===== config.mk =====
export PLATFORM = sky130hd
export DESIGN_NAME = demux_param_n_to_w_flat
export DESIGN_NICKNAME = d
export VERILOG_FILES = /design/src/rtl/demux_param_n_to_w_if.sv /design/src/rtl/demux_param_n_to_w.sv /design/src/flat_wrapper.sv
export SDC_FILE = /design/constraint.sdc
export NUM_CORES = 1
export LEC_CHECK = 0
export CAP_MARGIN = 20
export CORE_MARGIN = 5
export CORE_UTILIZATION = 54
export DETAILED_ROUTE_END_ITERATION = 6
export GPL_TIMING_DRIVEN = 0
export PLACE_DENSITY = 0.95
export SYNTH_ARGS = -nofsm -noshare
export SYNTH_HDL_FRONTEND = slang
export SYNTH_SLANG_ARGS = --single-unit

===== constraint.sdc =====
create_clock -name clk_4f -period 2.3 [get_ports clk_4f]
set_input_delay 0.575 -clock clk_4f [delete_from_list [all_inputs] [get_ports clk_4f]]
set_output_delay 0.575 -clock clk_4f [all_outputs]
set_load 0.01 [all_outputs]

===== src/rtl/demux_param_n_to_w_if.sv =====
// Bus bundle for demux_param_n_to_w: input symbol stream plus word-level outputs.
// master drives the symbol side; slave is the demux itself.
interface demux_param_n_to_w_if #(
    parameter int IN_W  = 8,
    parameter int RATIO = 4
);
    localparam int OUT_W = IN_W * RATIO;
    localparam int LW    = $clog2(RATIO);

    logic             valid_in;
    logic [IN_W-1:0]  data_in;
    logic             align;
    logic [OUT_W-1:0] data_out;
    logic             valid_out;
    logic [LW-1:0]    lane_idx;
    logic             parity_out;

    modport master (
        output valid_in, data_in, align,
        input  data_out, valid_out, lane_idx, parity_out
    );

    modport slave (
        input  valid_in, data_in, align,
        output data_out, valid_out, lane_idx, parity_out
    );
endinterface


===== src/rtl/demux_param_n_to_w.sv =====
// Narrow-to-wide lane demux: packs RATIO qualified IN_W-bit beats into one OUT_W-bit word.
// Optional feature macro DEMUX_PARITY_EN registers even parity of each completed word.
module demux_param_n_to_w #(
    parameter int IN_W      = 8,
    parameter int RATIO     = 4,
    parameter int MSB_FIRST = 1
) (
    input  logic                 clk_4f,
    input  logic                 reset,
    demux_param_n_to_w_if.slave  bus
);
    localparam int OUT_W = IN_W * RATIO;
    localparam int ACC_W = OUT_W - IN_W;
    localparam int LW    = $clog2(RATIO);

    logic [ACC_W-1:0] acc_q, acc_d;
    logic [LW-1:0]    lane_q, lane_d;
    logic [OUT_W-1:0] data_out_q, data_out_d;
    logic             valid_out_q, valid_out_d;
    logic [OUT_W-1:0] word;
`ifdef DEMUX_PARITY_EN
    logic             parity_q, parity_d;
`endif

    // Accumulator holds lanes 0..RATIO-2 in arrival order; the final lane comes straight from data_in.
    always_comb begin
        word = '0;
        for (int unsigned i = 0; i < RATIO - 1; i++) begin
            if (MSB_FIRST != 0) word[(RATIO-1-i)*IN_W +: IN_W] = acc_q[i*IN_W +: IN_W];
            else                word[i*IN_W +: IN_W]           = acc_q[i*IN_W +: IN_W];
        end
        if (MSB_FIRST != 0) word[IN_W-1:0]        = bus.data_in;
        else                word[OUT_W-1 -: IN_W] = bus.data_in;
    end

    always_comb begin
        acc_d       = acc_q;
        lane_d      = lane_q;
        data_out_d  = data_out_q;
        valid_out_d = 1'b0;
`ifdef DEMUX_PARITY_EN
        parity_d    = parity_q;
`endif
        // align overrides everything, including a completion that would land this cycle
        if (bus.align) begin
            acc_d  = '0;
            lane_d = '0;
            if (bus.valid_in) begin
                acc_d[IN_W-1:0] = bus.data_in;
                lane_d          = LW'(1);
            end
        end else if (bus.valid_in) begin
            if (lane_q == LW'(RATIO - 1)) begin
                data_out_d  = word;
                valid_out_d = 1'b1;
                lane_d      = '0;
                acc_d       = '0;
`ifdef DEMUX_PARITY_EN
                parity_d    = ^word;
`endif
            end else begin
                for (int unsigned i = 0; i < RATIO - 1; i++) begin
                    if (lane_q == LW'(i)) acc_d[i*IN_W +: IN_W] = bus.data_in;
                end
                lane_d = lane_q + 1'b1;
            end
        end
    end

    always_ff @(posedge clk_4f) begin
        if (reset) begin
            acc_q       <= '0;
            lane_q      <= '0;
            data_out_q  <= '0;
            valid_out_q <= 1'b0;
`ifdef DEMUX_PARITY_EN
            parity_q    <= 1'b0;
`endif
        end else begin
            acc_q       <= acc_d;
            lane_q      <= lane_d;
            data_out_q  <= data_out_d;
            valid_out_q <= valid_out_d;
`ifdef DEMUX_PARITY_EN
            parity_q    <= parity_d;
`endif
        end
    end

    assign bus.data_out  = data_out_q;
    assign bus.valid_out = valid_out_q;
    assign bus.lane_idx  = lane_q;
`ifdef DEMUX_PARITY_EN
    assign bus.parity_out = parity_q;
`else
    assign bus.parity_out = 1'b0;
`endif
endmodule

===== src/flat_wrapper.sv =====
// flat-port wrapper written by rule: the top's interface ports become plain ports
module demux_param_n_to_w_flat 
#(
    parameter int IN_W      = 8,
    parameter int RATIO     = 4,
    parameter int MSB_FIRST = 1
)
  (clk_4f, reset, bus_valid_in, bus_data_in, bus_align, bus_data_out, bus_valid_out, bus_lane_idx, bus_parity_out);
  demux_param_n_to_w_if #(.IN_W(IN_W), .RATIO(RATIO)) bus_i ();
  input  logic clk_4f;
  input  logic reset;
  input wire logic [$bits(bus_i.valid_in)-1:0] bus_valid_in;
  input wire logic [$bits(bus_i.data_in)-1:0] bus_data_in;
  input wire logic [$bits(bus_i.align)-1:0] bus_align;
  output wire logic [$bits(bus_i.data_out)-1:0] bus_data_out;
  output wire logic [$bits(bus_i.valid_out)-1:0] bus_valid_out;
  output wire logic [$bits(bus_i.lane_idx)-1:0] bus_lane_idx;
  output wire logic [$bits(bus_i.parity_out)-1:0] bus_parity_out;
  assign bus_i.valid_in = bus_valid_in;
  assign bus_i.data_in = bus_data_in;
  assign bus_i.align = bus_align;
  assign bus_data_out = bus_i.data_out;
  assign bus_valid_out = bus_i.valid_out;
  assign bus_lane_idx = bus_i.lane_idx;
  assign bus_parity_out = bus_i.parity_out;
  demux_param_n_to_w #(.IN_W(IN_W), .RATIO(RATIO), .MSB_FIRST(MSB_FIRST)) u_core (.clk_4f(clk_4f), .reset(reset), .bus(bus_i));
endmodule

== After elaboration in Yosys (flattened, before gate mapping) ==
Cells that the tools add are included.

* Bits in registers: 59
* Input port bits: 12
* Output and inout port bits: 36
* Logic and storage cells: 35

* $add $sub $neg: 1
* Eq/ne operators: 3
* Mux-type cells: 12
* Bitwise operators: 2
* Reduce and logical (&&, ||, !) cells: 11

{| class="wikitable"
|+ Operators by type and width
! kind !! number
|-
| 2-to-1 mux 8 bit || 6
|-
| 2-to-1 mux 24 bit || 1
|-
| 2-to-1 mux 2 bit || 3
|-
| AND reduction 2 bit || 3
|-
| nonzero test 2 bit || 3
|-
| equality test 2 bit, second input constant || 2
|-
| AND reduction 3 bit || 1
|-
| nonzero test 3 bit || 1
|-
| OR reduction 3 bit || 1
|-
| adder 2 x 1 -> 2 bit, second input constant || 1
|-
| equality test 2 x 1 -> 1 bit, second input constant || 1
|-
| zero test 2 bit || 1
|-
| 2-to-1 mux 1 bit || 2
|-
| NOT 1 bit || 2
|-
| OR reduction 2 bit || 1
|}

== Logic depth before layout (Yosys ltp) ==
* Word-level depth: 5
* Depth in mapped cells: 7
* Depth with buffers taken out: 5

== Worst setup path after synthesis ==
OpenSTA, ideal clock, no wires.

* Path type: reg-to-reg
* Start point: reg u_core.lane_q[0], in the netlist u_core.bus.lane_idx[0]
* End point: reg u_core.acc_q[0]
* Setup time: 116 ps
* Arrival time: 1529 ps
* Data required time: 2184 ps
* Path slack: 655 ps
* Stages on the path, launching flop included: 8
* Path buffers: 2
* Period minus slack after synthesis: 1645 ps
* Cells stage by stage: dfxtp_1 > inv_1 > ha_1 > o21a_1 > buf_6 > or2_0 > buf_6 > a31o_1

* Word-level cells in the longest chain between the ends: 4
* Elaborated cells between the ends (all ways): 7
* Those cells by class: eq/ne: 1; mux: 3; reduce/logical: 3

{| class="wikitable"
|+ Ends and longest elaborated chain
! item !! RTL line !! source
|-
| start: declaration || demux_param_n_to_w.sv:17 || <nowiki>logic [LW-1:0] lane_q, lane_d;</nowiki>
|-
| start signal: assignment || demux_param_n_to_w.sv:81 || <nowiki>lane_q <= lane_d;</nowiki>
|-
| equality test 2 bit || demux_param_n_to_w.sv:53 || <nowiki>if (lane_q == LW'(RATIO - 1)) begin</nowiki>
|-
| 2-to-1 mux 24 bit || demux_param_n_to_w.sv:53 ||
|-
| 2-to-1 mux 8 bit || demux_param_n_to_w.sv:52 || <nowiki>end else if (bus.valid_in) begin</nowiki>
|-
| 2-to-1 mux 8 bit || demux_param_n_to_w.sv:45 || <nowiki>if (bus.align) begin</nowiki>
|-
| end signal: assignment || demux_param_n_to_w.sv:72 || <nowiki>acc_q <= '0;</nowiki>
|-
| end signal: assignment || demux_param_n_to_w.sv:80 || <nowiki>acc_q <= acc_d;</nowiki>
|-
| end: declaration || demux_param_n_to_w.sv:16 || <nowiki>logic [ACC_W-1:0] acc_q, acc_d;</nowiki>
|}

Parallel ways exist; a longest one is shown, timed or not. The select of a mux whose other input is x is not followed.
A chain may end at the register's enable or synchronous reset.

== Worst setup path in the final report ==
* Start point: reg u_core.lane_q[1], in the netlist u_core.bus.lane_idx[1]
* End point: out bus_lane_idx[1]

{| class="wikitable"
|+ RTL lines
! item !! RTL line !! source
|-
| end: declaration || flat_wrapper.sv:17 || <nowiki>output wire logic [$bits(bus_i.lane_idx)-1:0] bus_lane_idx;</nowiki>
|}

No word-level cell between the ends.

==> run summary <==
status - finished, final reports clean
Yosys top cell by area - dfxtp_1
antenna-violating nets left - 0
worst-path fanout max - 6
Reg2Reg Capture Point - u_core.bus.data_out[2]
first-pass GRT wire length - 8300 um
wire per inst - 13.6 um
Synth Flop Type - dfxtp_1
num rows - 23
Total Die Area - 5590 sq um
count leader, synth - nand2_1
slowest cell on the critical path - clkdlybuf4s50_1
remaining global-route overflow - 0
worst reg2reg path depth - 6
CTS tree - done
final setup vio count - 0
Post-synth EDFFs - 0
TNS Setup - 0 ps
Synth area leaders - dfxtp_1, nand2_1, a21oi_1
fin nets - 334
Largest stage delay, worst path - 580 ps
htree depth - 3
syn_nets - 279
Die Ht - 74.8 um
DR vias - 1933
Critical Path Start Type - flop
share of the synthesized area in the top cell type - 52.1%
post-synthesis sequential area ratio - 52.1%
Distinct cells, synth - 25
Period minus WS final - 1900 ps
Vias/cell - 5.20
WP data arrival - 1320 ps
Buffers on Ports - 44
final core utilization - 73.6%
unrepaired setup endpoints after global routing - false
syn avg cell area - 8.62 sq um
period utilization - 82.5%
Post-CTS Setup Inserts - 0
power density over the cells - 703 nW/um^2
clk buf depth - 2
core area - 4030 sq um
Critical Path Sink - bus_lane_idx[1]
CTS resizes - 0
WP buf/inv - 1
Clock Skew - 6.64 ps
Initial Utilization - 56.3%
Critical Path Sink Type - output pin
fmax - 0.527 GHz
Reg clk slew, reported paths - 60 ps
Die X - 74.8 um
Reg2Reg Setup Slack - 540 ps
aggregate routed wire length - 5060 um
Total GRT Usage - 20.0%
critical path class - reg -> out
Lkg Pwr - 1.08 nW
synthesis-stage register bit count - 59
CTS Sinks - 59
Detailed Place HPWL - 3660 um
Area Growth Syn to Fin - 30.7%
Num CTS Buffers - 9
Syn. warnings - 0
share of cells above drive strength 1 - 8.70%
max-slew violation count - 0
CP Depth - 1
initial antenna violation count - 0
clock root buffer - clkbuf_8
RePlAce Congestion - 0.870
cell area after synthesis - 2270 sq um
VDD IR max - 544 uV
async set-reset flop share out of synthesis - 0%
number of max-cap violations - 0
Hold Buf Count CTS - 0
Synth top cells by count - nand2_1, dfxtp_1, a21oi_1
Reg2Reg Launch Point - u_core.bus.lane_idx[0]
DRT Pass-1 Iters - 4
pin count of the biggest net entering global routing - 11
worst skew pair latency - 330 ps
CP top delay family - buffers and inverters
vias in the first global route - 1862
hold crit path type - reg -> reg
Placed Instances - 357
crit path cell chain - clkdlybuf4s50_1
Initial DRC Count - 123
worst rel slew slack - 61.6%
Synth Instances - 263
Worst Setup SP - u_core.bus.lane_idx[1]
final cell count without fillers - 372
IO Pins - 48
CP Data Required Time - 1730 ps
# DRC - 0
Worst Tran Pin Value - 572 ps
final hold vios - 0
Antenna Cells - 0
==> stage by stage <==
| step | area (sq um) | worst slack [ps] | hold WS [ps] | power, mW |
|---|---|---|---|---|
| after CTS | 2960 | 385 | 450 | 2.09 |
| after global placement | 2770 | 214 | 432 | 1.18 |
| after detailed placement | 2770 | 115 | 440 | 1.18 |
| final | 2960 | 402 | 448 | 2.08 |
| after floorplan | 2270 | 655 | 427 | 1.14 |
| after global routing | 2960 | 332 | 469 | 2.16 |
==> power breakdown <==
| group | leakage, nW | switching (mW) | total (mW) | internal, mW |
|---|---|---|---|---|
| Sequential | 0.477 | 0.00795 | 1.04 | 1.04 |
| Clock | 0.0995 | 0.368 | 0.920 | 0.552 |
| Combinational | 0.504 | 0.0654 | 0.120 | 0.0545 |
| Total | 1.08 | 0.441 | 2.08 | 1.64 |
==> cell families after synthesis <==
family	share of synthesized area (%)
AO/OA/AOI/OAI	14.0
adder cells (fa/ha/maj)	2.21
buffers and inverters	5.24
flip-flops	52.1
multiplexers	3.97
other	0.165
AND/OR/NAND/NOR	22.4
==> worst min-delay path by stage <==
stage,start,end,cells past startpoint
3_5_place_dp,u_core.acc_q[3],u_core.bus.data_out[27],2
3_3_place_gp,u_core.acc_q[1],u_core.bus.data_out[25],2
2_1_floorplan,u_core.acc_q[0],u_core.bus.data_out[24],2
5_1_grt,u_core.bus.data_out[14],u_core.bus.data_out[14],2
4_1_cts,u_core.acc_q[1],u_core.bus.data_out[25],2
6_report,u_core.acc_q[1],u_core.bus.data_out[25],2
==> worst min-delay path: stages, from the launching register on <==
cell     delay (ps)
dfxtp_1         300
nand2_1          50
a21oi_1          50
==> registers in the layout (all words and copies together) (netlist names) <==
name	flops
u_core.bus.data_out	32
u_core.acc_q	24
u_core.bus.valid_out	1
u_core.bus.lane_idx	2
==> layer usage <==
layer	GRT usage, %	wire (um)	vias to the layer above	share of wire [%]
met1	23.3	2160	885	43
met3	7.21	369	13	7.3
met2	33.6	2440	58	48
met5	0	0	-	0
met4	8.10	96	0	1.9
li1	-	-	977	-
==> area by class of cell <==
cell class	count	area, sq um
clock buffer	13	159
buffer	20	111
fill	300	1060
tap	50	62.6
inverter	2	7.51
clock inverter	2	35.0
timing repair buffer	44	440
multi-input combinational	182	967
sequential	59	1180
==> layout by cell type (no fill, tap or decap), types with 2 or more instances in the layout <==
cell,synthesis,final
ha_1,4,4
buf_2,8,8
mux2i_1,9,9
nor4b_1,8,8
buf_1,2,2
clkdlybuf4s50_1,0,44
nor2b_1,8,8
or2_2,2,2
nand2_1,82,82
o21a_1,2,2
nor2_1,10,10
a31o_1,8,8
clkbuf_8,0,11
clkbuf_1,6,8
buf_6,3,3
a21oi_1,41,41
dfxtp_1,59,59
inv_1,2,2
Power figures use the tool's default switching activity.
